$ cat src/rtl/dmem_bridge_if.sv
// ---------------------------------------------------------------------------
// dmem_bridge_if: datapath-side request/response and memory-bus signal bundle
// Revision: 1.0
// ---------------------------------------------------------------------------
`default_nettype none

interface dmem_bridge_if;
  logic        memread;
  logic        memwrite;
  logic [31:0] aluout;
  logic [31:0] writedata;
  logic [31:0] readdata;
  logic        stall;
  logic        err;
  logic        bus_req;
  logic        bus_we;
  logic [31:0] bus_addr;
  logic [31:0] bus_wdata;
  logic        bus_ack;
  logic [31:0] bus_rdata;

  // Bridge side: drives the datapath responses and the bus request.
  modport master (
    input  memread, memwrite, aluout, writedata, bus_ack, bus_rdata,
    output readdata, stall, err, bus_req, bus_we, bus_addr, bus_wdata
  );

  // Environment side: datapath plus memory slave.
  modport slave (
    output memread, memwrite, aluout, writedata, bus_ack, bus_rdata,
    input  readdata, stall, err, bus_req, bus_we, bus_addr, bus_wdata
  );
endinterface

`default_nettype wire

$ cat src/rtl/dmem_bridge.sv
// ---------------------------------------------------------------------------
// dmem_bridge: runs datapath load/store as a req/ack bus transaction, stalling
// the core while in flight; flags misaligned accesses and bus timeouts.
// Revision: 1.0
// ---------------------------------------------------------------------------
`default_nettype none

module dmem_bridge #(
  parameter int TIMEOUT = 16
) (
  input  logic          clk,
  input  logic          reset,
  dmem_bridge_if.master mif
);

  typedef enum logic [1:0] {
    S_IDLE = 2'd0,
    S_REQ  = 2'd1,
    S_DONE = 2'd2
  } state_e;

  localparam logic [7:0] LAST_WAIT = 8'(TIMEOUT - 1);

  state_e      state_q, state_d;
  logic [7:0]  cnt_q, cnt_d;
  logic [31:0] addr_q, addr_d;
  logic [31:0] wdata_q, wdata_d;
  logic [31:0] rdata_q, rdata_d;
  logic        we_q, we_d;
  logic        tout_q, tout_d;

  logic        req_w;
  logic        aligned_w;

  assign req_w     = mif.memread | mif.memwrite;
  assign aligned_w = (mif.aluout[1:0] == 2'b00);

  always_ff @(posedge clk) begin
    if (reset) begin
      state_q <= S_IDLE;
      cnt_q   <= 8'd0;
      addr_q  <= 32'd0;
      wdata_q <= 32'd0;
      rdata_q <= 32'd0;
      we_q    <= 1'b0;
      tout_q  <= 1'b0;
    end else begin
      state_q <= state_d;
      cnt_q   <= cnt_d;
      addr_q  <= addr_d;
      wdata_q <= wdata_d;
      rdata_q <= rdata_d;
      we_q    <= we_d;
      tout_q  <= tout_d;
    end
  end

  always_comb begin
    state_d = state_q;
    cnt_d   = cnt_q;
    addr_d  = addr_q;
    wdata_d = wdata_q;
    rdata_d = rdata_q;
    we_d    = we_q;
    tout_d  = tout_q;
    case (state_q)
      S_IDLE: begin
        if (req_w && aligned_w) begin
          addr_d  = mif.aluout;
          wdata_d = mif.writedata;
          we_d    = mif.memwrite;
          cnt_d   = 8'd0;
          state_d = S_REQ;
        end
      end
      S_REQ: begin
        // Ack is checked first so a reply in the last allowed cycle beats the timeout.
        if (mif.bus_ack) begin
          state_d = S_DONE;
          tout_d  = 1'b0;
          if (!we_q) begin
            rdata_d = mif.bus_rdata;
          end
        end else if (cnt_q == LAST_WAIT) begin
          state_d = S_DONE;
          tout_d  = 1'b1;
          rdata_d = 32'd0;
        end else begin
          cnt_d = cnt_q + 8'd1;
        end
      end
      S_DONE: begin
        cnt_d   = 8'd0;
        state_d = S_IDLE;
      end
      default: begin
        state_d = S_IDLE;
      end
    endcase
  end

  always_comb begin
    mif.bus_req   = (state_q == S_REQ);
    mif.bus_we    = (state_q == S_REQ) & we_q;
    mif.bus_wdata = (state_q == S_REQ) ? wdata_q : 32'd0;
    mif.bus_addr  = addr_q;
    mif.readdata  = (state_q == S_DONE) ? rdata_q : 32'd0;
    mif.stall     = ~reset & (((state_q == S_IDLE) & req_w & aligned_w) |
                              (state_q == S_REQ));
    mif.err       = ~reset & (((state_q == S_IDLE) & req_w & ~aligned_w) |
                              ((state_q == S_DONE) & tout_q));
  end

endmodule

`default_nettype wire

$ cat src/flat_wrapper.sv
// flat-port wrapper written by rule: the top's interface ports become plain ports
module dmem_bridge_flat 
#(
  parameter int TIMEOUT = 16
)
  (clk, reset, mif_memread, mif_memwrite, mif_aluout, mif_writedata, mif_bus_ack, mif_bus_rdata, mif_readdata, mif_stall, mif_err, mif_bus_req, mif_bus_we, mif_bus_addr, mif_bus_wdata);
  dmem_bridge_if mif_i ();
  input  logic clk;
  input  logic reset;
  input wire logic [$bits(mif_i.memread)-1:0] mif_memread;
  input wire logic [$bits(mif_i.memwrite)-1:0] mif_memwrite;
  input wire logic [$bits(mif_i.aluout)-1:0] mif_aluout;
  input wire logic [$bits(mif_i.writedata)-1:0] mif_writedata;
  input wire logic [$bits(mif_i.bus_ack)-1:0] mif_bus_ack;
  input wire logic [$bits(mif_i.bus_rdata)-1:0] mif_bus_rdata;
  output wire logic [$bits(mif_i.readdata)-1:0] mif_readdata;
  output wire logic [$bits(mif_i.stall)-1:0] mif_stall;
  output wire logic [$bits(mif_i.err)-1:0] mif_err;
  output wire logic [$bits(mif_i.bus_req)-1:0] mif_bus_req;
  output wire logic [$bits(mif_i.bus_we)-1:0] mif_bus_we;
  output wire logic [$bits(mif_i.bus_addr)-1:0] mif_bus_addr;
  output wire logic [$bits(mif_i.bus_wdata)-1:0] mif_bus_wdata;
  assign mif_i.memread = mif_memread;
  assign mif_i.memwrite = mif_memwrite;
  assign mif_i.aluout = mif_aluout;
  assign mif_i.writedata = mif_writedata;
  assign mif_i.bus_ack = mif_bus_ack;
  assign mif_i.bus_rdata = mif_bus_rdata;
  assign mif_readdata = mif_i.readdata;
  assign mif_stall = mif_i.stall;
  assign mif_err = mif_i.err;
  assign mif_bus_req = mif_i.bus_req;
  assign mif_bus_we = mif_i.bus_we;
  assign mif_bus_addr = mif_i.bus_addr;
  assign mif_bus_wdata = mif_i.bus_wdata;
  dmem_bridge #(.TIMEOUT(TIMEOUT)) u_core (.clk(clk), .reset(reset), .mif(mif_i));
endmodule
$ cat config.mk
export PLATFORM = sky130hd
export DESIGN_NAME = dmem_bridge_flat
export DESIGN_NICKNAME = d
export VERILOG_FILES = /design/src/rtl/dmem_bridge_if.sv /design/src/rtl/dmem_bridge.sv /design/src/flat_wrapper.sv
export SDC_FILE = /design/constraint.sdc
export NUM_CORES = 1
export LEC_CHECK = 0
export ABC_AREA = 1
export CORE_MARGIN = 1
export CORE_UTILIZATION = 43
export DETAILED_ROUTE_END_ITERATION = 16
export PLACE_DENSITY_LB_ADDON = 0.05
export RECOVER_POWER = 50
export SLEW_MARGIN = 20
export SYNTH_ARGS = -nofsm -noshare
export SYNTH_HDL_FRONTEND = slang
export SYNTH_SLANG_ARGS = --single-unit
$ cat constraint.sdc
create_clock -name clk -period 2 [get_ports clk]
set_input_delay 0.3 -clock clk [delete_from_list [all_inputs] [get_ports clk]]
set_output_delay 0.3 -clock clk [all_outputs]
set_load 0.02 [all_outputs]
==> results.py, run 1 <==
metrics = {
    "finish": {
        "fin_nets": 1029,
        "fin_util_pct": 63.83,
        "diodes": 0,
        "drive_above_1_share_pct": 10.44,
        "area_delta_synth_final_pct": 43.57,
    },
    "timing": {
        "finClkSkew_ns": 0.006909,
        "period_share_pct": 93.80,
        "maxSlewHeadroom_pct": 49.63,
        "tightest_slew_ns": 0.7555,
        "finalCriticalPeriod_ns": 1.876,
        "finalSetupViolCount": 0,
        "final_hold_viol_count": 0,
        "timing.fmax_ghz": 0.5331,
        "grt_setup_unrepaired": "no",
        "slew_viol_final": 0,
    },
    "global_route": {
        "grt_first_pass_wirelength_um": 21900,
        "antenna_found_initial": 0,
        "grt_pass1_vias": 4898,
        "grt.met3_usage_pct": 8.198,
        "overflow": 0,
        "grt_max_degree": 73,
        "met1_usage_pct": 26.19,
        "grtUsageTotal_pct": 23.43,
        "grt-busiest-layer": "met2",
        "use_met2_pct": 40.67,
    },
    "worst_setup_path": {
        "worstReg2RegStart": "u_core.cnt_q[0]$_SDFFE_PP0P_",
        "cp_cell_sequence": "inv_1, nor2_1, inv_1, buf_12, nor2_1, dlygate4sd2_1",
        "slowest_stage": "dfxtp_2",
        "critical_path.max_fanout": 32,
        "crit_path_end_kind": "output pin",
        "arrival_ns": 1.58,
        "start_kind": "flop",
        "crit_type": "flop to output pin",
        "path_delay_family": "buffers and inverters",
        "required_ns": 1.70,
        "worst-path-buf-inv": 4,
        "slowest_delay_ns": 0.37,
        "crit_start": "u_core.state_q[1]$_SDFFE_PP0P_",
    },
    "detailed_routing": {
        "drtAntennaViolNets": 0,
        "drt-total-wl_um": 13470,
        "drt_first_iter_violations": 261,
        "wire_per_inst_um": 12.60,
        "num_vias": 5099,
        "drc": 0,
        "dr.pass1.iters": 5,
        "via_per_inst": 4.770,
    },
    "placement": {
        "gp_congestion": 0.7762,
        "dp_hpwl_um": 9384,
        "numPortBuffers": 200,
    },
    "cts": {
        "clk_pin_slew_ns": 0.07,
        "cts.sinks": 108,
        "clock_latency_ns": 0.34,
        "cts_buffers": 9,
        "cts_root_buffer": "clkbuf_16",
        "cts_tree": "done",
        "h-tree-depth": 3,
        "clockBufferDepth": 2,
    },
    "floorplan": {
        "die_y_um": 108.3,
        "io_pins": 201,
        "initial_core_util_pct": 44.46,
        "core_area_um2": 10940,
        "die_area_um2": 11740,
        "row_count": 38,
        "fp.dieW_um": 108.3,
    },
    "pwr": {
        "total_leakage_power_nw": 3.154,
        "powerDensity_nw_per_um2": 697.7,
        "comb_power_share_pct": 15.0,
        "clock_power_share_pct": 37.9,
        "switching_share_pct": 24.39,
        "fin_total_pwr_w": 0.004870,
        "vdd_drop_max_mv": 0.5531,
        "p_int_w": 0.003683,
        "power_frac_seq_pct": 47.1,
        "p_switching_w": 0.001188,
    },
    "logic_synthesis": {
        "syn_inst": 746,
        "synth_warnings": 0,
        "ys_ff_latch": 108,
        "synthFlopType": "dfxtp_1",
        "synth_cell_types": 22,
        "async_flop_share_pct": 0,
        "synth-seq-area-share_pct": 44.47,
        "synth-edff-count": 0,
        "syn-cell-area_um2": 4862,
        "avgSynthCellArea_um2": 6.518,
        "syn-num-nets": 848,
    },
    "run": {
        "cap_violations": 0,
    },
    "min_path": {
        "min_from": "u_core.wdata_q[7]$_SDFFE_PP0P_",
        "hold_class": "flop to flop",
    },
    "outcome": {
        "status": "finished, final reports clean",
    },
}
logic make-up after synthesis:
group                      Yosys count  share of synthesized area, %
AOI/OAI and AO/OA                  112                         11.66
adders and majority gates            1                        0.2573
buffers and inverters              168                         13.72
and+or+nand+nor                    357                         29.90
DFF                                108                         44.47
power groups by stage:
stage	logic, W	registers (W)	clock network (W)
global route	0.000813	0.00230	0.00196
CTS	0.000752	0.00229	0.00189
detailed placement	0.000755	0.00234	0
finish	0.000731	0.00229	0.00185
floorplan	0.000359	0.00237	0
global placement	0.000741	0.00234	0
worst reg2reg max path: stages, from the launching register on:
cell	delay [ns]
dfxtp_1	0.37
ha_1	0.20
nand2_2	0.11
nor2_4	0.11
nand3_2	0.10
nand2_4	0.21
nand3_2	0.13
buf_12	0.20
nand2_1	0.08
nand2_1	0.04
nor2_1	0.12
layout by cell type (no fill, tap or decap), types with 2 or more instances in the layout:
master	netlist	final
nand2_1	189	188
nor2_1	125	125
inv_1	120	120
dfxtp_1	108	107
clkdlybuf4s50_1	0	99
a21oi_1	73	73
clkbuf_2	0	60
o21ai_0	36	36
dlygate4sd3_1	0	33
nand4_1	28	28
nand3_1	9	9
clkbuf_16	0	9
buf_4	0	9
dlygate4sd2_1	0	6
clkbuf_1	30	3
buf_12	0	3
nand2_2	1	2
nand3_2	2	2
bufinv_16	0	2
clkbuf_4	0	2
buf_6	3	2
repair_timing:
| action | CTS | global route |
|---|---|---|
| setup endpoints to repair | 68 | 67 |
| buffers inserted | 0 | 0 |
| resized for setup | 70 | 125 |
| hold buffers | 0 | 0 |
state kept, by name (all words and copies together) (netlist names):
signal / flops
u_core.state_q: 2
u_core.tout_q: 1
u_core.wdata_q: 32
u_core.cnt_q: 8
u_core.mif.bus_addr: 32
u_core.we_q: 1
u_core.rdata_q: 32
synthesized netlist by cell type (all sizes together) (11+ instances only):
library cell | count | area, um2
dfxtp | 108 | 2162
buf | 17 | 100.1
clkbuf | 30 | 112.6
o21ai | 36 | 180.2
nand3 | 11 | 65.06
inv | 120 | 450.4
nor2 | 127 | 486.7
nand4 | 28 | 175.2
nand2 | 191 | 726.9
a21oi | 73 | 365.4
layer usage:
| layer | vias to the layer above | wire [um] |
|---|---|---|
| li1 | 2624 | - |
| met1 | 2273 | 5392 |
| met2 | 179 | 6465 |
| met3 | 23 | 1297 |
| met4 | 0 | 316 |
| met5 | - | 0 |
layout make-up:
type	count	area, um2
Clock inverter	4	76.32
Clock buffer	9	225.2
Timing Repair Buffer	217	1851
Multi-Input combinational cell	470	2036
Sequential cell	108	2163
Inverter	121	454.2
Fill cell	1036	3955
Tap cell	140	175.2
worst paths after layout:
kind / endpoint / slack, ns / cells after the start
worst min-delay path: u_core.wdata_q[7]$_SDFFE_PP0P_ / 0.45 / 2
worst min register to register: u_core.wdata_q[7]$_SDFFE_PP0P_ / 0.45 / 2
worst max-delay path: mif_readdata[4] / 0.12 / 6
worst max register to register: u_core.rdata_q[8]$_SDFFE_PP0P_ / 0.27 / 10
per-stage QoR:
stage | cells | TNS [ns] | worst slack [ns] | hold slack, ns | instance area [um2]
after floorplan | 746 | 0 | 0.3620 | 0.4282 | 4862
after global placement | 1056 | -5.228 | -0.1642 | 0.4385 | 7007
after detailed placement | 1056 | -5.656 | -0.1655 | 0.4432 | 7007
after CTS | 1069 | -0.03147 | -0.02071 | 0.4544 | 7228
after global routing | 1069 | 0 | 0.01270 | 0.4736 | 6980
final | 1069 | 0 | 0.1241 | 0.4528 | 6980
Note: power is estimated with default switching activity, not from simulation.
==> inputs of run 2 (changes only) <==
--- a/config.mk
+++ b/config.mk
@@ -5,9 +5,8 @@
 export SDC_FILE = /design/constraint.sdc
 export NUM_CORES = 1
 export LEC_CHECK = 0
-export ABC_AREA = 1
 export CORE_MARGIN = 1
-export CORE_UTILIZATION = 43
+export CORE_UTILIZATION = 42
 export DETAILED_ROUTE_END_ITERATION = 16
 export PLACE_DENSITY_LB_ADDON = 0.05
 export RECOVER_POWER = 50
==> run 2 against run 1 <==
Utilization increased by 0.91 points. Design area shrank 4.7%. Count of clock-buffer cells in the layout grew 4. Synthesized cell count down 24%. Total power decreased by 13%. Worst hold slack worse by 0.043 ns. Non-clock buffer count increased by 3. Global-route usage decreased by 1.1 points. Highest routed layer unchanged.
==> results.py, run 2 <==
metrics = {
    "worst_setup_path": {
        "start_kind": "primary input",
        "critical_path.max_fanout": 2,
        "arrival_ns": 1.65,
        "crit_start": "mif_aluout[0]",
        "worstReg2RegStart": "u_core.state_q[0]$_SDFFE_PP0P_",
        "rr_worst_depth": 5,
        "crit_path_end_kind": "output pin",
        "required_ns": 1.70,
        "crit_type": "primary input to output pin",
    },
    "timing": {
        "finalCriticalPeriod_ns": 1.947,
        "timing.fmax_ghz": 0.5136,
        "tightest_slew_ns": 0.7171,
        "final_hold_viol_count": 0,
        "slew_viol_final": 0,
        "finalSetupViolCount": 0,
        "period_share_pct": 97.35,
        "maxSlewHeadroom_pct": 52.19,
        "finClkSkew_ns": 0.01013,
        "fin_ws_ns": 0.05298,
    },
    "finish": {
        "final_cell_mix": "159 x nand2_1, 108 x dfxtp_1, 99 x clkdlybuf4s50_1",
        "drive_above_1_share_pct": 15.15,
        "fin_area_um2": 6654,
        "final_common_cell": "nand2_1",
        "fin_nets": 858,
        "area_delta_synth_final_pct": 50.10,
        "diodes": 0,
        "nFillCells": 952,
    },
    "min_path": {
        "min_from": "reset",
        "hold_class": "primary input to flop",
        "hold-path-cell-count": 3,
    },
    "cts": {
        "clk_pin_slew_ns": 0.09,
        "cts_tree": "done",
        "ctsResizeCount": 217,
        "h-tree-depth": 3,
        "cts_hold_buf": 0,
        "cts_root_buffer": "clkbuf_8",
        "cts.sinks": 108,
        "clockBufferDepth": 2,
        "cts_buffers": 9,
        "clock_latency_ns": 0.35,
        "post-cts-setup-buffers": 0,
    },
    "logic_synthesis": {
        "synth-seq-area-share_pct": 48.77,
        "muxShareOfSynthArea_pct": 0.2540,
        "synth_cell_types": 42,
        "synth_top_area_share_pct": 48.77,
        "synth-xor-area-share_pct": 0,
        "syn-num-nets": 672,
        "synth_common_cells": "159 x nand2_1, 108 x dfxtp_1, 99 x a21oi_1",
        "synth-edff-count": 0,
        "synth_top_family_by_area": "simple AND/OR/NAND/NOR gates",
        "synth_fa_ha_area_share_pct": 0.2822,
        "async_flop_share_pct": 0,
        "syn-cell-area_um2": 4433,
        "synth_compound_area_share_pct": 17.95,
        "ys_top_cells_by_area": "dfxtp_1 49%, nand2_1 13%, a21oi_1 11%, and2_1 9.3%, o21ai_0 3.8%",
        "yosysMostFrequentCell": "nand2_1",
        "synth_warnings": 0,
        "synthFlopType": "dfxtp_1",
        "avgSynthCellArea_um2": 7.777,
        "ys_ff_latch": 108,
        "synth_simple_gate_area_share_pct": 28.22,
        "syn_inst": 570,
        "yosys.area.top_type": "dfxtp_1",
    },
    "global_route": {
        "antenna_found_initial": 0,
        "grtUsageTotal_pct": 22.34,
        "grt_first_pass_wirelength_um": 19760,
        "grt_pass1_vias": 4226,
        "grt_max_degree": 65,
        "overflow": 0,
    },
    "floorplan": {
        "die_y_um": 104.7,
        "die_area_um2": 10970,
        "core_area_um2": 10280,
        "io_pins": 201,
        "fp.dieW_um": 104.7,
        "row_count": 37,
        "initial_core_util_pct": 43.13,
    },
    "detailed_routing": {
        "drt-total-wl_um": 12200,
        "drc": 0,
        "drtAntennaViolNets": 0,
        "num_vias": 4418,
        "drt_first_iter_violations": 200,
        "wire_per_inst_um": 13.63,
        "via_per_inst": 4.936,
        "dr.pass1.iters": 4,
    },
    "pwr": {
        "total_leakage_power_nw": 2.696,
        "switching_share_pct": 23.41,
        "power_frac_seq_pct": 53.2,
        "clock_power_share_pct": 32.5,
        "comb_power_share_pct": 14.3,
        "vdd_drop_max_mv": 0.3416,
        "powerDensity_nw_per_um2": 636.9,
        "p_int_w": 0.003246,
        "p_switching_w": 0.0009923,
    },
    "placement": {
        "placed_area_um2": 6661,
        "dp_hpwl_um": 8360,
        "pre_cts_ws_ns": -0.5584,
        "gp_congestion": 0.8684,
        "numPortBuffers": 200,
    },
    "outcome": {
        "status": "finished, final reports clean",
    },
    "run": {
        "cap_violations": 0,
    },
}
[run 2: area by class of cell]
class                           instances  area, um2  share of cell area (%)
Timing Repair Buffer                  220       1996                   29.99
Multi-Input combinational cell        414       2106                   31.65
Inverter                                3      11.26                  0.1692
Clock buffer                           13      178.9                   2.689
Sequential cell                       108       2162                   32.49
Clock inverter                          1      30.03                  0.4513
Tap cell                              136      170.2                   2.557
[run 2: metrics by stage]
step                      setup TNS, ns  utilization [%]  std cells  hold slack (ns)  power, W
after global placement           -13.54            64.82        881           0.4372  0.002915
after CTS                       -0.1088            67.14        895           0.3878  0.004305
after detailed placement         -15.74            64.82        881           0.4422  0.002927
final                                 0            64.74        895           0.4101  0.004238
after floorplan                       0                -        570           0.4317  0.002564
after global routing          -0.007202            64.74        895           0.4193  0.004430
[run 2: cell families after synthesis]
group / Yosys count
simple gates: 263
compound gates: 149
flops: 108
buf+inv: 48
mux: 1
fa+ha+maj: 1
[run 2: power by group through the flow]
stage | clock (W) | combinational [W] | sequential (W)
2_1_floorplan | 0 | 0.000232 | 0.00233
3_3_place_gp | 0 | 0.000612 | 0.00230
3_5_place_dp | 0 | 0.000619 | 0.00231
4_1_cts | 0.00143 | 0.000620 | 0.00226
5_1_grt | 0.00151 | 0.000660 | 0.00226
6_report | 0.00138 | 0.000605 | 0.00226
[run 2: worst max-delay path: stages]
cell and delay [ns]:
clkdlybuf4s50_1 0.39, or2_0 0.24, or4_4 0.43, a21oi_2 0.14, buf_4 0.14
[run 2: worst paths after layout]
check,to,slack (ns)
min,u_core.rdata_q[19]$_SDFFE_PP0P_,0.41
max reg2reg,u_core.cnt_q[7]$_SDFFE_PP0P_,0.25
max,mif_stall,0.05
min reg2reg,u_core.wdata_q[9]$_SDFFE_PP0P_,0.45
[run 2: routing by layer]
metal	vias up	routed length (um)	track usage (%)
li1	2244	-	-
met1	2003	5187	26.96
met2	147	5663	35.76
met3	24	933	6.613
met4	0	412	11.97
met5	-	0	0
